<file path="config.mk">
export PLATFORM = sky130hd
export DESIGN_NAME = nibble_serial_adder_ctrl
export DESIGN_NICKNAME = d
export VERILOG_FILES = /design/src/rtl/nibble_serial_adder_ctrl_pkg.sv /design/src/rtl/nibble_serial_adder_ctrl_adder.sv /design/src/rtl/nibble_serial_adder_ctrl.sv
export SDC_FILE = /design/constraint.sdc
export NUM_CORES = 1
export LEC_CHECK = 0
export ABC_AREA = 1
export ABC_CLOCK_PERIOD_IN_PS = 3800
export CAP_MARGIN = 30
export CORE_ASPECT_RATIO = 1.5
export CORE_MARGIN = 2
export CORE_UTILIZATION = 25
export DETAILED_ROUTE_END_ITERATION = 12
export PLACE_DENSITY_LB_ADDON = 0.1
export SLEW_MARGIN = 0
export SYNTH_ARGS = -nofsm -noshare
export SYNTH_HDL_FRONTEND = slang
export SYNTH_SLANG_ARGS = --single-unit
</file>
<file path="constraint.sdc">
create_clock -name clk -period 3.8 [get_ports clk]
set_input_delay 0.57 -clock clk [delete_from_list [all_inputs] [get_ports clk]]
set_output_delay 0.57 -clock clk [all_outputs]
set_load 0.005 [all_outputs]
</file>
<file path="src/rtl/nibble_serial_adder_ctrl_pkg.sv">
// Shared constants for the nibble-serial adder: FSM states,
// nibble size and the derived nibble-count / index-width helpers.
package nibble_serial_adder_ctrl_pkg;

  localparam int NIBBLE = 4;

  typedef logic [1:0] state_t;

  localparam state_t S_IDLE = 2'd0;
  localparam state_t S_RUN  = 2'd1;
  localparam state_t S_DONE = 2'd2;

  function automatic int nib_cnt(input int width);
    return width / NIBBLE;
  endfunction

  function automatic int idx_w(input int width);
    return $clog2(width / NIBBLE);
  endfunction

endpackage

</file>
<file path="src/rtl/nibble_serial_adder_ctrl_adder.sv">
// nibble_adder: 4-bit ripple of full-adder cells, purely
// combinational; shared by every nibble step of the serial adder.
module nibble_adder
  import nibble_serial_adder_ctrl_pkg::*;
(
  input  logic [NIBBLE-1:0] a,
  input  logic [NIBBLE-1:0] b,
  input  logic              cin,
  output logic [NIBBLE-1:0] sum,
  output logic              cout
);

  logic [NIBBLE:0] c;

  assign c[0] = cin;

  for (genvar i = 0; i < NIBBLE; i++) begin : g_fa
    assign sum[i]   = a[i] ^ b[i] ^ c[i];
    assign c[i+1]   = (a[i] & b[i]) | (c[i] & (a[i] ^ b[i]));
  end

  assign cout = c[NIBBLE];

endmodule

</file>
<file path="src/rtl/nibble_serial_adder_ctrl.sv">
// Nibble-serial adder: a+b+cin over WIDTH/4 cycles, LSB nibble first.
// Optional SUBTRACT_EN adds a sub port computing a + ~b + 1.
module nibble_serial_adder_ctrl
  import nibble_serial_adder_ctrl_pkg::*;
#(
  parameter int WIDTH = 16
) (
  input  logic             clk,
  input  logic             rst,
  input  logic             start,
  input  logic [WIDTH-1:0] a,
  input  logic [WIDTH-1:0] b,
  input  logic             cin,
`ifdef SUBTRACT_EN
  input  logic             sub,
`endif
  output logic             busy,
  output logic             done,
  output logic [WIDTH-1:0] sum,
  output logic             cout
);

  localparam int N  = nib_cnt(WIDTH);
  localparam int IW = idx_w(WIDTH);
  localparam logic [IW-1:0] LAST = IW'(N - 1);

  state_t           state;
  logic [WIDTH-1:0] ra;
  logic [WIDTH-1:0] rb;
  logic [WIDTH-1:0] sum_q;
  logic             carry;
  logic             cout_q;
  logic [IW-1:0]    idx;

  logic [WIDTH-1:0]  b_in;
  logic              c_in;
  logic [NIBBLE-1:0] na;
  logic [NIBBLE-1:0] nb;
  logic [NIBBLE-1:0] ns;
  logic              nc;

`ifdef SUBTRACT_EN
  // Two's-complement subtract: invert B and force carry-in high.
  assign b_in = sub ? ~b : b;
  assign c_in = sub ? 1'b1 : cin;
`else
  assign b_in = b;
  assign c_in = cin;
`endif

  assign na = ra[idx*NIBBLE +: NIBBLE];
  assign nb = rb[idx*NIBBLE +: NIBBLE];

  nibble_adder u_add (
    .a    (na),
    .b    (nb),
    .cin  (carry),
    .sum  (ns),
    .cout (nc)
  );

  always_ff @(posedge clk) begin
    if (rst) begin
      state  <= S_IDLE;
      ra     <= '0;
      rb     <= '0;
      sum_q  <= '0;
      carry  <= 1'b0;
      cout_q <= 1'b0;
      idx    <= '0;
    end else begin
      unique case (1'b1)
        (state == S_IDLE): begin
          if (start) begin
            state  <= S_RUN;
            ra     <= a;
            rb     <= b_in;
            carry  <= c_in;
            sum_q  <= '0;
            cout_q <= 1'b0;
            idx    <= '0;
          end
        end
        (state == S_RUN): begin
          sum_q[idx*NIBBLE +: NIBBLE] <= ns;
          carry <= nc;
          idx   <= idx + IW'(1);
          if (idx == LAST) begin
            state  <= S_DONE;
            cout_q <= nc;
          end
        end
        (state == S_DONE): state <= S_IDLE;
        default:           state <= S_IDLE;
      endcase
    end
  end

  assign busy = (state == S_RUN) || (state == S_DONE);
  assign done = (state == S_DONE);
  assign sum  = sum_q;
  assign cout = cout_q;

endmodule

</file>
### After elaboration in Yosys (flattened, before gate mapping)

Cells that the tools add are included.

| storage, ports and cells | value |
|---|---|
| bits in read-only memories | 0 |
| memory bits (writable) | 0 |
| word-level logic and storage cells | 58 |
| latch bits | 0 |
| bits in registers | 54 |
| bits of input ports | 36 |
| memories | 0 |

| operators by class | value |
|---|---|
| div/mod/pow operators | 0 |
| multiplexer cells | 13 |
| equality and inequality tests | 5 |
| order comparisons | 0 |
| reduce and logical (&&, ||, !) cells | 7 |
| add/subtract/negate cells | 2 |
| shifts and indexed selects | 4 |
| bitwise gates (word level) | 20 |
| multiply operators | 0 |

Operator list:

| operator | count |
|---|---|
| $neg A4 Y34 | 1 |
| $shift A4 B34 Y16 const A | 1 |
| $shiftx A4 B34 Y16 | 1 |
| $pmux W16 S2 | 1 |
| $shiftx A16 B5 Y4 | 2 |
| $bwmux W16 | 1 |
| $mux W16 | 1 |
| $and A1 B1 Y1 | 8 |
| $pmux W2 S2 | 2 |
| $xor A1 B1 Y1 | 8 |
| $mux W2 | 3 |
| $reduce_and A2 Y1 | 3 |
| $eq A2 B2 Y1 const B | 2 |
| $or A1 B1 Y1 | 4 |
| $pmux W1 S2 | 2 |
| $mux W1 | 3 |
| $reduce_and A3 Y1 | 1 |
| $add A2 B1 Y2 const B | 1 |
| $eq A2 B1 Y1 const B | 1 |
| $logic_not A2 Y1 | 1 |
| $ne A2 B1 Y1 const B | 1 |
| $ne A2 B2 Y1 const B | 1 |
| $reduce_bool A2 Y1 | 1 |
| $logic_or A1 B1 Y1 | 1 |

### Longest topological paths before layout

| logic depth | value |
|---|---|
| word-level depth | 12 |
| depth in mapped cells | 16 |
| depth with buffers taken out | 15 |

### By module

Synthesis repeated with hierarchy kept, for this count alone.

| second synthesis, totals | value |
|---|---|
| cell total of the unflattened synthesis | 385 |
| area total of the unflattened synthesis | 2636.3 sq um |

By module, submodules not included:

| module | cells an instance | instances | area each (sq um) | seq. area each (sq um) |
|---|---|---|---|---|
| nibble_serial_adder_ctrl | 371 | 1 | 2518.7 | 1081.0 |
| nibble_adder | 14 | 1 | 117.6 | 0.0 |

### Worst setup path after synthesis

OpenSTA, ideal clock, no wires.

| path | value |
|---|---|
| path type | register -> register |
| start point | reg idx[0] |
| end point | reg sum_q[15] (netlist: sum[15]) |
| arrival time | 2.710 ns |
| slack | 0.977 ns |
| period minus slack after synthesis | 2.823 ns |
| required time | 3.687 ns |
| stages on the path, launching flop included | 16 |
| cell sequence | dfxtp_1 inv_1 clkbuf_1 nor2_1 o22a_1 fa_1 inv_1 fa_1 inv_1 fa_1 inv_1 fa_1 nand3_1 nor2_1 nor2_1 nor2_1 |

| on the way | value |
|---|---|
| longest elaborated chain between the ends | 12 |
| elaborated cells between the ends (all ways) | 24 |
| classes of those cells | add/sub: 1; shift: 4; mux: 2; bitwise: 17 |

RTL lines:

| what | line | source |
|---|---|---|
| start, declared | nibble_serial_adder_ctrl.sv:33 | `logic [IW-1:0] idx;` |
| start signal, assigned | nibble_serial_adder_ctrl.sv:87 | `idx <= idx + IW'(1);` |
| $shiftx A16 B5 Y4 (on tied branches) | nibble_serial_adder_ctrl.sv:51, nibble_serial_adder_ctrl.sv:52 |  |
| $xor A1 B1 Y1 | nibble_serial_adder_ctrl_adder.sv:18, nibble_serial_adder_ctrl_adder.sv:19 |  |
| $and A1 B1 Y1 | nibble_serial_adder_ctrl_adder.sv:19 | `assign c[i+1] = (a[i] & b[i]) \| (c[i] & (a[i] ^ b[i]));` |
| $or A1 B1 Y1 | nibble_serial_adder_ctrl_adder.sv:19 |  |
| $and A1 B1 Y1 | nibble_serial_adder_ctrl_adder.sv:19 |  |
| $or A1 B1 Y1 | nibble_serial_adder_ctrl_adder.sv:19 |  |
| $and A1 B1 Y1 | nibble_serial_adder_ctrl_adder.sv:19 |  |
| $or A1 B1 Y1 | nibble_serial_adder_ctrl_adder.sv:19 |  |
| $xor A1 B1 Y1 | nibble_serial_adder_ctrl_adder.sv:18 | `assign sum[i] = a[i] ^ b[i] ^ c[i];` |
| $shiftx A4 B34 Y16 | nibble_serial_adder_ctrl.sv:85 | `sum_q[idx*NIBBLE +: NIBBLE] <= ns;` |
| $bwmux W16 * | nibble_serial_adder_ctrl.sv:85 |  |
| $pmux W16 S2 * | nibble_serial_adder_ctrl.sv:72 | `unique case (1'b1)` |
| end signal, assigned by index | nibble_serial_adder_ctrl.sv:85 |  |
| end, declared | nibble_serial_adder_ctrl.sv:30 | `logic [WIDTH-1:0] sum_q;` |

Mark *: on every way between the ends. The rest lies on a longest branch, timed or not.
A chain may end at the register's enable or synchronous reset.

### Worst setup path in the final report

| path | value |
|---|---|
| start point | reg idx[1] |
| end point | reg sum_q[15] (netlist: sum[15]) |

The elaborated chain is that of the path after synthesis.

==> flow_summary.toml <==
[run_status]
status = "completed"

[floorplan]
io_pins = 55
start_util_pct = 25.8
die_y_um = 130
core_area_um2 = 10200
rows = 45
dieArea_um2 = 11400
chipWidth_um = 87.8

[finish]
final_area_um2 = 3450
layout.nets = 486
final_common_cell = "nor2_1"
final_cell_mix = "134 x nor2_1, 66 x nand2_1, 54 x dfxtp_1, 54 x clkdlybuf4s50_1, 48 x o21ai_0"
drive_gt1_share_pct = 4.57
synthToLayoutAreaGrowth_pct = 31.3
antenna_cells = 0
fillers = 1149

[power]
p_leak_nw = 1.46
swShare_pct = 31.0
p_comb_share_pct = 29.6
peakVddDrop_uv = 155
power.density_nw_per_um2 = 468
share_clk_of_total_power_pct = 27.6
power.switching_uw = 501
seqPwrFrac_pct = 42.9
power.internal_mw = 1.12
finalPower_mw = 1.62

[drt]
avgRoutedWirePerCell_um = 11.4
vias_per_cell = 4.09
routed_wl_mm = 6.59
drt_iter0_markers = 87
detail-route-antenna-nets = 0
drc_errors = 0
vias = 2367
firstDrtPassIters = 3

[synth]
synth_seq_cells = 54
syn_avg_cell_area_um2 = 6.73
netlist_instances = 391
yosys_warnings = 0
ys_seq_area_share_pct = 41.1
yosysUniqueCellTypes = 21
synth_nets = 438
synthesis.area_um2 = 2630

[timing]
finalSetupViolations = 0
hold_violations = 0
setup_ws_ns = 0.767
fin_skew_ns = 0.00433
finalCritPeriodShare_pct = 79.8
tightestPinTransition_ns = 0.633
min_period_ns = 3.03
setup_tns_ns = 0
drv_slew = 0
slew_headroom_pct = 57.7
rsz0062_at_grt = "false"
clock.fmax_ghz = 0.330

[place]
pre_cts_slack_ns = 0.743
dpl-instance-area_um2 = 3320
hpwl_mm = 5.22
gp_congestion = 0.832
numPortBuffers = 54

[clock_tree]
cts_setup_buffers = 0
cts_buffers = 5
clock_insertion_delay_worst_skew_ns = 0.29
cts_resized = 0
cts_tree = "yes"
path_clk_slew_ns = 0.06
cts_sinks = 54
cts_buffer_depth = 2
cts_hold_repair.buffers = 0
h-tree-depth = 2
root_buffer = "clkbuf_16"

[min_path]
hp-class = "flip-flop to flip-flop"
hold_path.startpoint = "carry"

[global_routing]
grt_pass1_wl_mm = 11.2
grt_max_degree = 35
grt_pass1_vias = 2416
grt_overflow = 0
track_usage_pct = 12.7
antenna_found_initial = 0

[flow_run]
max_cap_viol_count = 0

[setup_path]
critical_path.top_delay_family = "adder cells"
crit_arrival_ns = 3.22
startpoint_type = "flip-flop"
max_stage_delay_ns = 0.45
path_max_fanout = 12
required_ns = 3.99
r2r-start = "idx[1]"
end_kind = "flip-flop"
startpoint = "idx[1]"
cp.buffers_inverters = 4
slowest_stage = "fa_1"
worstPathCellList = "inv_1, o21ai_0, o22a_1, fa_1, inv_1, fa_1, inv_1, fa_1, inv_1, fa_1, nand3_1, nor2_1, nor2_1, nor2_1"
setup.worst_path.class = "flip-flop to flip-flop"
[sequential cells by signal, summed over array words and instances, names as in the netlist]
name and flops:
carry 1, cout 1, idx 2, ra 16, rb 16, state 2
sum 16
[cells by family (layout without fill, tap and decap cells)]
logic type / after synthesis / count (layout) / synth area share (%)
buffers and inverters: 51 / 98 / 7.56
DFF: 54 / 54 / 41.1
AOI/OAI and AO/OA: 62 / 62 / 13.0
and+or+nand+nor: 213 / 213 / 32.0
adders and majority gates: 11 / 11 / 6.37
[final cells by class]
cell class / count / area (µm²) / area share [%]
tap: 141 / 176 / 5.11
inverter: 35 / 131 / 3.80
clock buffer: 6 / 139 / 4.02
sequential: 54 / 1080 / 31.3
multi-input combinational: 286 / 1350 / 39.1
timing repair buffer: 57 / 576 / 16.7
[worst register-to-register path, delay by kind of cell (launching register included)]
| kind | cells | cell delay, ns |
|---|---|---|
| adder cells (fa/ha/maj) | 4 | 1.36 |
| buffers and inverters | 4 | 0.47 |
| flip-flops | 1 | 0.43 |
| AO/OA/AOI/OAI | 2 | 0.34 |
| AND/OR/NAND/NOR | 4 | 0.34 |
[per-stage QoR]
stage / hold WS (ns) / util (%) / instances
2_1_floorplan: 0.439 / - / 391
3_3_place_gp: 0.463 / 32.5 / 573
3_5_place_dp: 0.470 / 32.5 / 573
4_1_cts: 0.480 / 33.9 / 579
5_1_grt: 0.503 / 33.9 / 579
6_report: 0.475 / 33.9 / 579
[synthesized netlist by cell type]
master    number  area share (%)
fa_1           4             3.0
a21oi_1        5            0.95
o22ai_1        4            0.95
or2_0          1            0.24
nand2_4        3             1.3
inv_1         32             4.6
buf_2          6             1.1
clkbuf_1       9             1.3
o22a_1         4             1.3
nand4_1        1            0.24
inv_2          3            0.43
nand3_1        4            0.76
nor2_2         2            0.48
o21ai_4        1            0.62
nand2_1       66             9.4
dfxtp_1       54              41
ha_1           7             3.3
o21ai_0       48             9.1
buf_1          1            0.14
nand2_2        2            0.48
nor2_1       134              19
[final timing paths]
path | to | slack, ns | depth (start not counted)
min | carry | 0.47 | 2
max | sum[15] | 0.77 | 14
max reg2reg | sum[15] | 0.77 | 14
min reg2reg | carry | 0.47 | 2
[routing by layer]
layer	up-vias	wire length, µm	track usage, %
met5	-	0	0
met4	0	135	5.16
met3	10	161	2.74
met2	36	3640	23.8
met1	1019	2650	13.4
li1	1302	-	-
[power groups by stage]
stage | sequential [mW] | clock [mW] | combinational, mW
floorplan | 0.693 | 0 | 0.308
global placement | 0.708 | 0 | 0.484
detailed placement | 0.709 | 0 | 0.487
CTS | 0.696 | 0.465 | 0.488
global route | 0.704 | 0.485 | 0.555
finish | 0.692 | 0.445 | 0.478
No activity file was read; power rests on OpenSTA's default activity.
